--- config.mk ---
export PLATFORM = sky130hd
export DESIGN_NAME = s_axi_lite_regfile_flat
export DESIGN_NICKNAME = d
export VERILOG_FILES = /design/src/rtl/s_axi_lite_regfile_if.sv /design/src/rtl/s_axi_lite_regfile.sv /design/src/flat_wrapper.sv
export SDC_FILE = /design/constraint.sdc
export NUM_CORES = 1
export LEC_CHECK = 0
export ABC_AREA = 1
export ABC_CLOCK_PERIOD_IN_PS = 2700
export BUFFER_PORTS_ARGS = -buffer_cell sky130_fd_sc_hd__buf_2
export CELL_PAD_IN_SITES_DETAIL_PLACEMENT = 2
export CELL_PAD_IN_SITES_GLOBAL_PLACEMENT = 2
export CORE_UTILIZATION = 28
export CTS_BUF_LIST = sky130_fd_sc_hd__clkbuf_16
export CTS_CLUSTER_DIAMETER = 30
export DETAILED_ROUTE_END_ITERATION = 8
export PLACE_DENSITY = 0.85
export RECOVER_POWER = 50
export SLEW_MARGIN = 20
export SYNTH_ARGS = -nofsm -noshare
export SYNTH_HDL_FRONTEND = slang
export SYNTH_SLANG_ARGS = --single-unit
--- constraint.sdc ---
create_clock -name aclk -period 2.7 [get_ports aclk]
set_input_delay 0.27 -clock aclk [delete_from_list [all_inputs] [get_ports aclk]]
set_output_delay 0.27 -clock aclk [all_outputs]
set_load 0.01 [all_outputs]
--- src/rtl/s_axi_lite_regfile_if.sv ---
// AXI4-Lite bus bundle for the control register file: five channels, master drives requests.
interface s_axi_lite_regfile_if #(
  parameter int ADDR_WIDTH = 32,
  parameter int DATA_WIDTH = 32
);
  logic [ADDR_WIDTH-1:0]   awaddr;
  logic [2:0]              awprot;
  logic                    awvalid;
  logic                    awready;
  logic [DATA_WIDTH-1:0]   wdata;
  logic [DATA_WIDTH/8-1:0] wstrb;
  logic                    wvalid;
  logic                    wready;
  logic [1:0]              bresp;
  logic                    bvalid;
  logic                    bready;
  logic [ADDR_WIDTH-1:0]   araddr;
  logic [2:0]              arprot;
  logic                    arvalid;
  logic                    arready;
  logic [DATA_WIDTH-1:0]   rdata;
  logic [1:0]              rresp;
  logic                    rvalid;
  logic                    rready;

  modport master (
    output awaddr, awprot, awvalid, wdata, wstrb, wvalid, bready, araddr, arprot, arvalid, rready,
    input  awready, wready, bresp, bvalid, arready, rdata, rresp, rvalid
  );

  modport slave (
    input  awaddr, awprot, awvalid, wdata, wstrb, wvalid, bready, araddr, arprot, arvalid, rready,
    output awready, wready, bresp, bvalid, arready, rdata, rresp, rvalid
  );
endinterface

--- src/rtl/s_axi_lite_regfile.sv ---
// AXI4-Lite register file: RW stored regs and RO live status regs, SLVERR on bad/RO writes.
// Response one edge after request latched; B/R held until ready, one outstanding write and read.
module s_axi_lite_regfile #(
  parameter int                             ADDR_WIDTH = 32,
  parameter int                             DATA_WIDTH = 32,
  parameter int                             NUM_REGS   = 8,
  parameter logic [NUM_REGS-1:0]            RO_MASK    = 8'h08,
  parameter logic [NUM_REGS*DATA_WIDTH-1:0] RESET_VALS = '0
) (
  input  logic                           aclk,
  input  logic                           aresetn,
  s_axi_lite_regfile_if.slave            s_axi,
  output logic [NUM_REGS*DATA_WIDTH-1:0] regs_out,
  input  logic [NUM_REGS*DATA_WIDTH-1:0] status_in,
  output logic [NUM_REGS-1:0]            wr_pulse,
  output logic [NUM_REGS-1:0]            rd_pulse
);

  localparam int STRB_W   = DATA_WIDTH / 8;
  localparam int ADDR_LSB = $clog2(STRB_W);
  localparam int IDX_W    = ADDR_WIDTH - ADDR_LSB;
  localparam int SEL_W    = $clog2(NUM_REGS);
  localparam logic [1:0] RESP_OKAY   = 2'b00;
  localparam logic [1:0] RESP_SLVERR = 2'b10;

  typedef enum logic {W_IDLE, W_RESP} w_state_t;
  typedef enum logic {R_IDLE, R_DATA} r_state_t;

  logic [DATA_WIDTH-1:0] regs_q [NUM_REGS];

  // ---------------- write path ----------------
  w_state_t              w_state_q, w_state_d;
  logic                  aw_held_q, aw_held_d, w_held_q, w_held_d;
  logic [IDX_W-1:0]      aw_idx_q;
  logic [DATA_WIDTH-1:0] w_data_q;
  logic [STRB_W-1:0]     w_strb_q;
  logic                  awready_q, awready_d, wready_q, wready_d;
  logic                  bvalid_q, bvalid_d;
  logic [1:0]            bresp_q, bresp_d;
  logic [NUM_REGS-1:0]   wr_pulse_d;
  logic                  aw_hs, w_hs, wr_commit, wr_ok;
  logic [SEL_W-1:0]      aw_sel;

  assign aw_hs  = s_axi.awvalid && awready_q;
  assign w_hs   = s_axi.wvalid && wready_q;
  assign aw_sel = aw_idx_q[SEL_W-1:0];
  // Whole upper address field is compared so out-of-range addresses never alias onto a reg.
  assign wr_ok  = (aw_idx_q < IDX_W'(NUM_REGS)) && !RO_MASK[aw_sel];

  always_comb begin
    w_state_d  = w_state_q;
    aw_held_d  = aw_held_q;
    w_held_d   = w_held_q;
    bvalid_d   = bvalid_q;
    bresp_d    = bresp_q;
    wr_pulse_d = '0;
    wr_commit  = 1'b0;
    case (w_state_q)
      W_IDLE: begin
        if (aw_held_q && w_held_q) begin
          wr_commit = 1'b1;
          aw_held_d = 1'b0;
          w_held_d  = 1'b0;
          bvalid_d  = 1'b1;
          bresp_d   = wr_ok ? RESP_OKAY : RESP_SLVERR;
          if (wr_ok) wr_pulse_d[aw_sel] = 1'b1;
          w_state_d = W_RESP;
        end else begin
          if (aw_hs) aw_held_d = 1'b1;
          if (w_hs)  w_held_d  = 1'b1;
        end
      end
      W_RESP: begin
        if (s_axi.bready) begin
          bvalid_d  = 1'b0;
          w_state_d = W_IDLE;
        end
      end
      default: w_state_d = W_IDLE;
    endcase
    awready_d = (w_state_d == W_IDLE) && !aw_held_d;
    wready_d  = (w_state_d == W_IDLE) && !w_held_d;
  end

  always_ff @(posedge aclk) begin
    if (!aresetn) begin
      w_state_q <= W_IDLE;
      aw_held_q <= 1'b0;
      w_held_q  <= 1'b0;
      aw_idx_q  <= '0;
      w_data_q  <= '0;
      w_strb_q  <= '0;
      awready_q <= 1'b0;
      wready_q  <= 1'b0;
      bvalid_q  <= 1'b0;
      bresp_q   <= RESP_OKAY;
      wr_pulse  <= '0;
    end else begin
      w_state_q <= w_state_d;
      aw_held_q <= aw_held_d;
      w_held_q  <= w_held_d;
      awready_q <= awready_d;
      wready_q  <= wready_d;
      bvalid_q  <= bvalid_d;
      bresp_q   <= bresp_d;
      wr_pulse  <= wr_pulse_d;
      if (aw_hs) aw_idx_q <= s_axi.awaddr[ADDR_WIDTH-1:ADDR_LSB];
      if (w_hs) begin
        w_data_q <= s_axi.wdata;
        w_strb_q <= s_axi.wstrb;
      end
    end
  end

  always_ff @(posedge aclk) begin
    for (int i = 0; i < NUM_REGS; i++) begin
      if (!aresetn) begin
        regs_q[i] <= RESET_VALS[i*DATA_WIDTH +: DATA_WIDTH];
      end else if (wr_commit && wr_ok && (aw_sel == SEL_W'(i))) begin
        for (int b = 0; b < STRB_W; b++) begin
          if (w_strb_q[b]) regs_q[i][b*8 +: 8] <= w_data_q[b*8 +: 8];
        end
      end
    end
  end

  // ---------------- read path ----------------
  r_state_t              r_state_q, r_state_d;
  logic                  ar_held_q, ar_held_d;
  logic [IDX_W-1:0]      ar_idx_q;
  logic                  arready_q, arready_d, rvalid_q, rvalid_d;
  logic [1:0]            rresp_q, rresp_d;
  logic [DATA_WIDTH-1:0] rdata_q, rdata_d;
  logic [NUM_REGS-1:0]   rd_pulse_d;
  logic                  ar_hs;
  logic [SEL_W-1:0]      ar_sel;

  assign ar_hs  = s_axi.arvalid && arready_q;
  assign ar_sel = ar_idx_q[SEL_W-1:0];

  always_comb begin
    r_state_d  = r_state_q;
    ar_held_d  = ar_held_q;
    rvalid_d   = rvalid_q;
    rresp_d    = rresp_q;
    rdata_d    = rdata_q;
    rd_pulse_d = '0;
    case (r_state_q)
      R_IDLE: begin
        if (ar_held_q) begin
          ar_held_d = 1'b0;
          rvalid_d  = 1'b1;
          r_state_d = R_DATA;
          // regs_q is sampled before any same-edge write lands, so a colliding read sees the old value.
          if (ar_idx_q < IDX_W'(NUM_REGS)) begin
            rresp_d = RESP_OKAY;
            rdata_d = RO_MASK[ar_sel] ? status_in[ar_sel*DATA_WIDTH +: DATA_WIDTH] : regs_q[ar_sel];
            rd_pulse_d[ar_sel] = 1'b1;
          end else begin
            rresp_d = RESP_SLVERR;
            rdata_d = '0;
          end
        end else if (ar_hs) begin
          ar_held_d = 1'b1;
        end
      end
      R_DATA: begin
        if (s_axi.rready) begin
          rvalid_d  = 1'b0;
          r_state_d = R_IDLE;
        end
      end
      default: r_state_d = R_IDLE;
    endcase
    arready_d = (r_state_d == R_IDLE) && !ar_held_d;
  end

  always_ff @(posedge aclk) begin
    if (!aresetn) begin
      r_state_q <= R_IDLE;
      ar_held_q <= 1'b0;
      ar_idx_q  <= '0;
      arready_q <= 1'b0;
      rvalid_q  <= 1'b0;
      rresp_q   <= RESP_OKAY;
      rdata_q   <= '0;
      rd_pulse  <= '0;
    end else begin
      r_state_q <= r_state_d;
      ar_held_q <= ar_held_d;
      arready_q <= arready_d;
      rvalid_q  <= rvalid_d;
      rresp_q   <= rresp_d;
      rdata_q   <= rdata_d;
      rd_pulse  <= rd_pulse_d;
      if (ar_hs) ar_idx_q <= s_axi.araddr[ADDR_WIDTH-1:ADDR_LSB];
    end
  end

  // ---------------- outputs ----------------
  assign s_axi.awready = awready_q;
  assign s_axi.wready  = wready_q;
  assign s_axi.bvalid  = bvalid_q;
  assign s_axi.bresp   = bresp_q;
  assign s_axi.arready = arready_q;
  assign s_axi.rvalid  = rvalid_q;
  assign s_axi.rresp   = rresp_q;
  assign s_axi.rdata   = rdata_q;

  for (genvar g = 0; g < NUM_REGS; g++) begin : g_regs_out
    assign regs_out[g*DATA_WIDTH +: DATA_WIDTH] =
      RO_MASK[g] ? RESET_VALS[g*DATA_WIDTH +: DATA_WIDTH] : regs_q[g];
  end

  logic unused_bits;
  assign unused_bits = ^{s_axi.awprot, s_axi.arprot,
                         s_axi.awaddr[ADDR_LSB-1:0], s_axi.araddr[ADDR_LSB-1:0]};

endmodule
--- src/flat_wrapper.sv ---
// flat-port wrapper written by rule: the top's interface ports become plain ports
module s_axi_lite_regfile_flat 
#(
  parameter int                             ADDR_WIDTH = 32,
  parameter int                             DATA_WIDTH = 32,
  parameter int                             NUM_REGS   = 8,
  parameter logic [NUM_REGS-1:0]            RO_MASK    = 8'h08,
  parameter logic [NUM_REGS*DATA_WIDTH-1:0] RESET_VALS = '0
)
  (aclk, aresetn, regs_out, status_in, wr_pulse, rd_pulse, s_axi_awaddr, s_axi_awprot, s_axi_awvalid, s_axi_wdata, s_axi_wstrb, s_axi_wvalid, s_axi_bready, s_axi_araddr, s_axi_arprot, s_axi_arvalid, s_axi_rready, s_axi_awready, s_axi_wready, s_axi_bresp, s_axi_bvalid, s_axi_arready, s_axi_rdata, s_axi_rresp, s_axi_rvalid);
  s_axi_lite_regfile_if #(.ADDR_WIDTH(ADDR_WIDTH), .DATA_WIDTH(DATA_WIDTH)) s_axi_i ();
  input  logic aclk;
  input  logic aresetn;
  output logic [NUM_REGS*DATA_WIDTH-1:0] regs_out;
  input  logic [NUM_REGS*DATA_WIDTH-1:0] status_in;
  output logic [NUM_REGS-1:0] wr_pulse;
  output logic [NUM_REGS-1:0] rd_pulse;
  input wire logic [$bits(s_axi_i.awaddr)-1:0] s_axi_awaddr;
  input wire logic [$bits(s_axi_i.awprot)-1:0] s_axi_awprot;
  input wire logic [$bits(s_axi_i.awvalid)-1:0] s_axi_awvalid;
  input wire logic [$bits(s_axi_i.wdata)-1:0] s_axi_wdata;
  input wire logic [$bits(s_axi_i.wstrb)-1:0] s_axi_wstrb;
  input wire logic [$bits(s_axi_i.wvalid)-1:0] s_axi_wvalid;
  input wire logic [$bits(s_axi_i.bready)-1:0] s_axi_bready;
  input wire logic [$bits(s_axi_i.araddr)-1:0] s_axi_araddr;
  input wire logic [$bits(s_axi_i.arprot)-1:0] s_axi_arprot;
  input wire logic [$bits(s_axi_i.arvalid)-1:0] s_axi_arvalid;
  input wire logic [$bits(s_axi_i.rready)-1:0] s_axi_rready;
  output wire logic [$bits(s_axi_i.awready)-1:0] s_axi_awready;
  output wire logic [$bits(s_axi_i.wready)-1:0] s_axi_wready;
  output wire logic [$bits(s_axi_i.bresp)-1:0] s_axi_bresp;
  output wire logic [$bits(s_axi_i.bvalid)-1:0] s_axi_bvalid;
  output wire logic [$bits(s_axi_i.arready)-1:0] s_axi_arready;
  output wire logic [$bits(s_axi_i.rdata)-1:0] s_axi_rdata;
  output wire logic [$bits(s_axi_i.rresp)-1:0] s_axi_rresp;
  output wire logic [$bits(s_axi_i.rvalid)-1:0] s_axi_rvalid;
  assign s_axi_i.awaddr = s_axi_awaddr;
  assign s_axi_i.awprot = s_axi_awprot;
  assign s_axi_i.awvalid = s_axi_awvalid;
  assign s_axi_i.wdata = s_axi_wdata;
  assign s_axi_i.wstrb = s_axi_wstrb;
  assign s_axi_i.wvalid = s_axi_wvalid;
  assign s_axi_i.bready = s_axi_bready;
  assign s_axi_i.araddr = s_axi_araddr;
  assign s_axi_i.arprot = s_axi_arprot;
  assign s_axi_i.arvalid = s_axi_arvalid;
  assign s_axi_i.rready = s_axi_rready;
  assign s_axi_awready = s_axi_i.awready;
  assign s_axi_wready = s_axi_i.wready;
  assign s_axi_bresp = s_axi_i.bresp;
  assign s_axi_bvalid = s_axi_i.bvalid;
  assign s_axi_arready = s_axi_i.arready;
  assign s_axi_rdata = s_axi_i.rdata;
  assign s_axi_rresp = s_axi_i.rresp;
  assign s_axi_rvalid = s_axi_i.rvalid;
  s_axi_lite_regfile #(.ADDR_WIDTH(ADDR_WIDTH), .DATA_WIDTH(DATA_WIDTH), .NUM_REGS(NUM_REGS), .RO_MASK(RO_MASK), .RESET_VALS(RESET_VALS)) u_core (.aclk(aclk), .aresetn(aresetn), .s_axi(s_axi_i), .regs_out(regs_out), .status_in(status_in), .wr_pulse(wr_pulse), .rd_pulse(rd_pulse));
endmodule
# After elaboration in Yosys (flattened, before gate mapping)
# Memory sizes are Yosys's and may differ from the RTL's. A register that Yosys moved wholly into a read port is not among the register bits.
# Cells that the tools add are included.
dict set report totals {
  romBits 16
  register_bits 158
  wordCells 282
  out_inout_bits 313
  mem_count 3
  inputBits 369
  mem_bits_rw 256
}
# memory words word_bits read_ports rd_ports_with_merged_regs wr line_no
set memory_table {}
lappend memory_table {u_core.regs_q 8 32 8 1 8 s_axi_lite_regfile.sv:29} ;# logic [DATA_WIDTH-1:0] regs_q [NUM_REGS];
lappend memory_table {{(name not given)} 8 1 1 1 0 s_axi_lite_regfile.sv:48} ;# assign wr_ok = (aw_idx_q < IDX_W'(NUM_REGS)) && !RO_MASK[aw_sel];
lappend memory_table {{(name not given)} 8 1 1 1 0 s_axi_lite_regfile.sv:157} ;# rdata_d = RO_MASK[ar_sel] ? status_in[ar_sel*DATA_WIDTH +: DATA_WIDTH] : regs_q[ar_sel];
dict set report op_classes {
  reduce_logical 30
  n_bitwise 41
  n_shift 1
  n_eq_ne 11
  order_cmp 6
  n_mux 171
}
# op count
set ops {}
lappend ops {{$mux W8} 32}
lappend ops {{$shiftx A256 B9 Y32} 1}
lappend ops {{$mux W1} 123}
lappend ops {{$mux W32} 2}
lappend ops {{$lt A30 B4 Y1 const B} 2}
lappend ops {{$or A1 B1 Y1} 32}
lappend ops {{$logic_and A1 B1 Y1} 19}
lappend ops {{$mux W3} 6}
lappend ops {{$eq A3 B3 Y1 const B} 4}
lappend ops {{$not A1 Y1} 9}
lappend ops {{$lt A3 B4 Y1 const B} 2}
lappend ops {{$pmux W1 S2} 4}
lappend ops {{$reduce_and A2 Y1} 4}
lappend ops {{$reduce_or A4 Y1} 2}
lappend ops {{$demux W1 S3} 2}
lappend ops {{$eq A3 B2 Y1 const B} 2}
lappend ops {{$ge A3 B1 Y1 const B} 2}
lappend ops {{$logic_not A1 Y1} 4}
lappend ops {{$mux W2} 2}
lappend ops {{$ne A2 B1 Y1 const B} 2}
lappend ops {{$ne A2 B2 Y1 const B} 2}
lappend ops {{$eq A3 B1 Y1 const B} 1}
lappend ops {{$logic_not A3 Y1} 1}

# Logic depth before layout (Yosys ltp)
dict set report logic_depth {
  depth_word 10
  depth_mapped 9
  mapped_depth_nobuf 7
}

# Worst setup path after synthesis
# No wires, ideal clock.
dict set report synth_timing {
  path_kind {register to register}
  startpoint {reg u_core.w_state_q}
  endpoint {mem u_core.regs_q[1][0], enable pin}
  period_less_slack_ns 2.157
  setup_slack_ns 0.543
  path_stages_with_launch 9
  required_ns 2.316
  setup_ns 0.384
  n_path_buf 1
  arrival_time_ns 1.773
  cell_sequence {dfxtp_1 inv_1 nand3_1 nor2_1 nand2_1 nor3_2 buf_2 nand2_1 o21ai_0}
}
# element line_no
set synth_lines {}
lappend synth_lines {{start, declared} s_axi_lite_regfile.sv:32} ;# w_state_t w_state_q, w_state_d;
lappend synth_lines {{start signal, assigned} s_axi_lite_regfile.sv:99} ;# w_state_q <= w_state_d;
lappend synth_lines {{end, declared} s_axi_lite_regfile.sv:29}

==> run_results.csv <==
group,metric,value,unit
floorplan,die_h,265,um
placed_design,post-dp-hpwl,80.0,mm
timing,fin_crit,2660,ps
setup_path,crit_chain,"inv_1 > nand3_1 > nor2_1 > nand2_1 > nor3_4 > buf_12 > buf_4 > buf_4 > nand4_1 > nor2_1",
clock_network,root_buffer,"clkbuf_16",
timing,final-setup-viol-count,0,
job,max_cap_violations,1,
global_route,grtUsageTotal,0.320,
cells_and_area,drive_gt1_frac,0.191,
setup_path,critical_path_class,"reg2reg",
pwr,p_switching,6.66,mW
timing,whs,45.9,ps
timing,maxSlewViolCount,0,
pwr,seqPwrFrac,0.315,
clock_network,clockBufferDepth,3,
pwr,internal_power,16.6,mW
timing,fmax,376,MHz
setup_path,r2r_slack,40,ps
floorplan,initial_utilization,0.283,
yosys,async_flop_share,0,
cells_and_area,layout_commonest_cell,"nand2_1",
detailed_routing,drt_iter0_drc,1338,
setup_path,slowest_stage,"nand4_1",
yosys,netlist_instances,2411,
worst_hold_path,holdPathStages,3,
timing,finalClockSkew,36.7,ps
setup_path,rr_startpoint,"u_core.w_state_q$_SDFF_PN0_",
run_status,violations,"max-capacitance violations",
yosys,synth_flop_cell,"edfxtp_1",
global_route,overflow,0,
setup_path,end_kind,"register",
yosys,ys_warn_count,0,
pwr,p_leak,11.4,nW
yosys,syn_area_per_cell,8.06,um2
detailed_routing,vias_per_cell,5.16,
global_route,grt_max_degree,129,
pwr,pwr-share-clk,0.552,
cells_and_area,mostFrequentLayoutCells,"nand2_1, nor2_1, nand3_1, buf_2, clkbuf_1",
clock_network,cts_tree,"done",
timing,hold_viol,0,
timing,worstMarginPinSlew,1480,ps
floorplan,die_x,265,um
cells_and_area,areaGrowthSynthToFinish,44.6,%
timing,period_share,0.985,
floorplan,ios,682,
clock_network,cts_made_buffers,100,
clock_network,clk_pin_slew_worst_paths,50,ps
placed_design,port_buffers,637,
run_status,status,"finished with violations",
global_route,antenna_found_initial,24,
detailed_routing,num_vias,21800,
pwr,switching_share,0.286,
cells_and_area,nets,3547,
setup_path,arrival,3110,ps
detailed_routing,firstDrtPassIters,5,
timing,layout_setup_ws,39.8,ps
setup_path,cp-start-kind,"register",
worst_hold_path,min_to,"u_core.w_data_q[12]$_SDFFE_PN0P_",
setup_path,regToRegEndpoint,"u_core.regs_q[4][20]$_SDFFCE_PN0P_",
placed_design,dpl_worst_slack,51.0,ps
worst_hold_path,hold_start,"s_axi_wdata[12]",
clock_network,clk_latency,650,ps
floorplan,row_count,96,
clock_network,cts.sinks,417,
setup_path,max_stage_delay,430,ps
setup_path,rr_worst_depth,10,
yosys,synth_cell_types,20,
worst_hold_path,min_path_type,"in2reg",
floorplan,dieArea,0.0705,mm2
yosys,ys_seq_area_frac,0.561,
yosys,netlist_area,0.0194,mm2
setup_path,cp_data_required_time,3150,ps
pwr,ir_drop,0.474,mV
timing,maxSlewHeadroom,0.00859,
setup_path,critPathMaxFanout,11,
pwr,p_comb_frac,0.134,
yosys,synth_edf_count,256,
clock_network,h-tree-depth,3,
global_route,grt_pass1_vias,23900,
detailed_routing,wl_per_cell,27.5,um
placed_design,place.gp.congestion,0.895,
detailed_routing,ant_nets,0,
cells_and_area,postLayoutCoreUtil,0.410,
detailed_routing,wl,116,mm
global_route,grt_pass1_wl,165,mm
floorplan,coreArea,0.0686,mm2
yosys,ys_ff_latch,417,
detailed_routing,drc,0,
pwr,cellPowerDensity,828,mW/mm2
stage by stage:
step	total power, mW	instance area, um2	cells	TNS (ps)
2_1_floorplan	8.84	19600	2444	0
3_3_place_gp	10.2	23900	3909	0
3_5_place_dp	10.3	23900	3909	0
4_1_cts	23.3	28400	4196	0
5_1_grt	24.0	28100	4214	-20.8
6_report	23.3	28100	4215	0
routing by layer:
| layer | global-route usage | up-vias | share of wire |
|---|---|---|---|
| met4 | 0.178 | 0 | 0.055 |
| met1 | 0.352 | 11000 | 0.37 |
| met2 | 0.563 | 905 | 0.50 |
| li1 | - | 9610 | - |
| met5 | 0 | - | 0 |
| met3 | 0.0762 | 274 | 0.069 |
synthesized netlist by cell type, drive strengths merged, types with 29 or more instances:
cell type	n	area, um2
nand4	34	213
nand3	387	1940
buf	55	343
dfxtp	161	3220
a21oi	81	405
inv	29	109
nor2	428	1610
nand2	641	2410
edfxtp	256	7690
o21ai	163	816
clkinv	34	128
clkbuf	128	480
worst max-delay path by stage:
| stage | from | to | slack, ps | depth (start not counted) |
|---|---|---|---|---|
| global route | u_core.w_state_q$_SDFF_PN0_ | u_core.regs_q[4][20]$_SDFFCE_PN0P_ | -20 | 10 |
| CTS | u_core.w_state_q$_SDFF_PN0_ | u_core.regs_q[4][20]$_SDFFCE_PN0P_ | 270 | 10 |
| finish | u_core.w_state_q$_SDFF_PN0_ | u_core.regs_q[4][20]$_SDFFCE_PN0P_ | 40 | 10 |
| floorplan | u_core.w_state_q$_SDFF_PN0_ | u_core.regs_q[1][0]$_SDFFCE_PN0P_ | 540 | 8 |
| detailed placement | u_core.w_state_q$_SDFF_PN0_ | u_core.regs_q[4][12]$_SDFFCE_PN0P_ | 50 | 8 |
| global placement | u_core.w_state_q$_SDFF_PN0_ | u_core.regs_q[4][15]$_SDFFCE_PN0P_ | 170 | 8 |
critical path: cells and delay by family (launching register included):
family        cells  cell delay (ps)
buf+inv           4              600
flops             1              320
simple gates      6             1540
power by group through the flow:
stage / combinational (mW) / clock [mW] / sequential [mW]
final: 3.11 / 12.8 / 7.32
after global routing: 3.35 / 13.3 / 7.33
after CTS: 3.10 / 12.9 / 7.30
after detailed placement: 2.91 / 0 / 7.40
after global placement: 2.79 / 0 / 7.37
after floorplan: 1.48 / 0 / 7.35
flip-flops by register name, summed over array words and instances, names as in the netlist, named ones only:
name,flops
u_core.s_axi.rdata,32
u_core.s_axi.rresp,1
u_core.s_axi.bvalid,1
u_core.w_held_q,1
u_core.w_strb_q,4
u_core.s_axi.awready,1
u_core.r_state_q,1
u_core.regs_q,256
u_core.w_data_q,32
u_core.s_axi.arready,1
u_core.w_state_q,1
u_core.aw_held_q,1
u_core.rd_pulse,8
u_core.ar_held_q,1
u_core.wr_pulse,8
u_core.ar_idx_q,30
u_core.aw_idx_q,30
u_core.s_axi.bresp,1
u_core.s_axi.wready,1
u_core.s_axi.rvalid,1
logic make-up after synthesis:
family / count (synthesis) / share of synthesized area
compound gates: 245 / 0.0632
flops: 417 / 0.561
buf+inv: 246 / 0.0545
other cells: 1 / 0.000193
simple gates: 1502 / 0.321
layout make-up:
class	instances	area (um2)
repair buffers	815	4520
diodes	19	47.5
fillers	7838	40500
inverters	63	241
clock inverters	85	982
well taps	931	1160
multi-input cells	1781	7610
flip-flops and latches	417	10900
clock buffers	104	2600
timing repair:
item / in CTS / in global routing
gates resized for setup: 1 / 0
hold endpoints to repair: 92 / 0
hold buffers: 92 / 0
endpoints found under the setup margin: 47 / 0
buffers inserted: 6 / 0
Power figures use the tool's default switching activity.
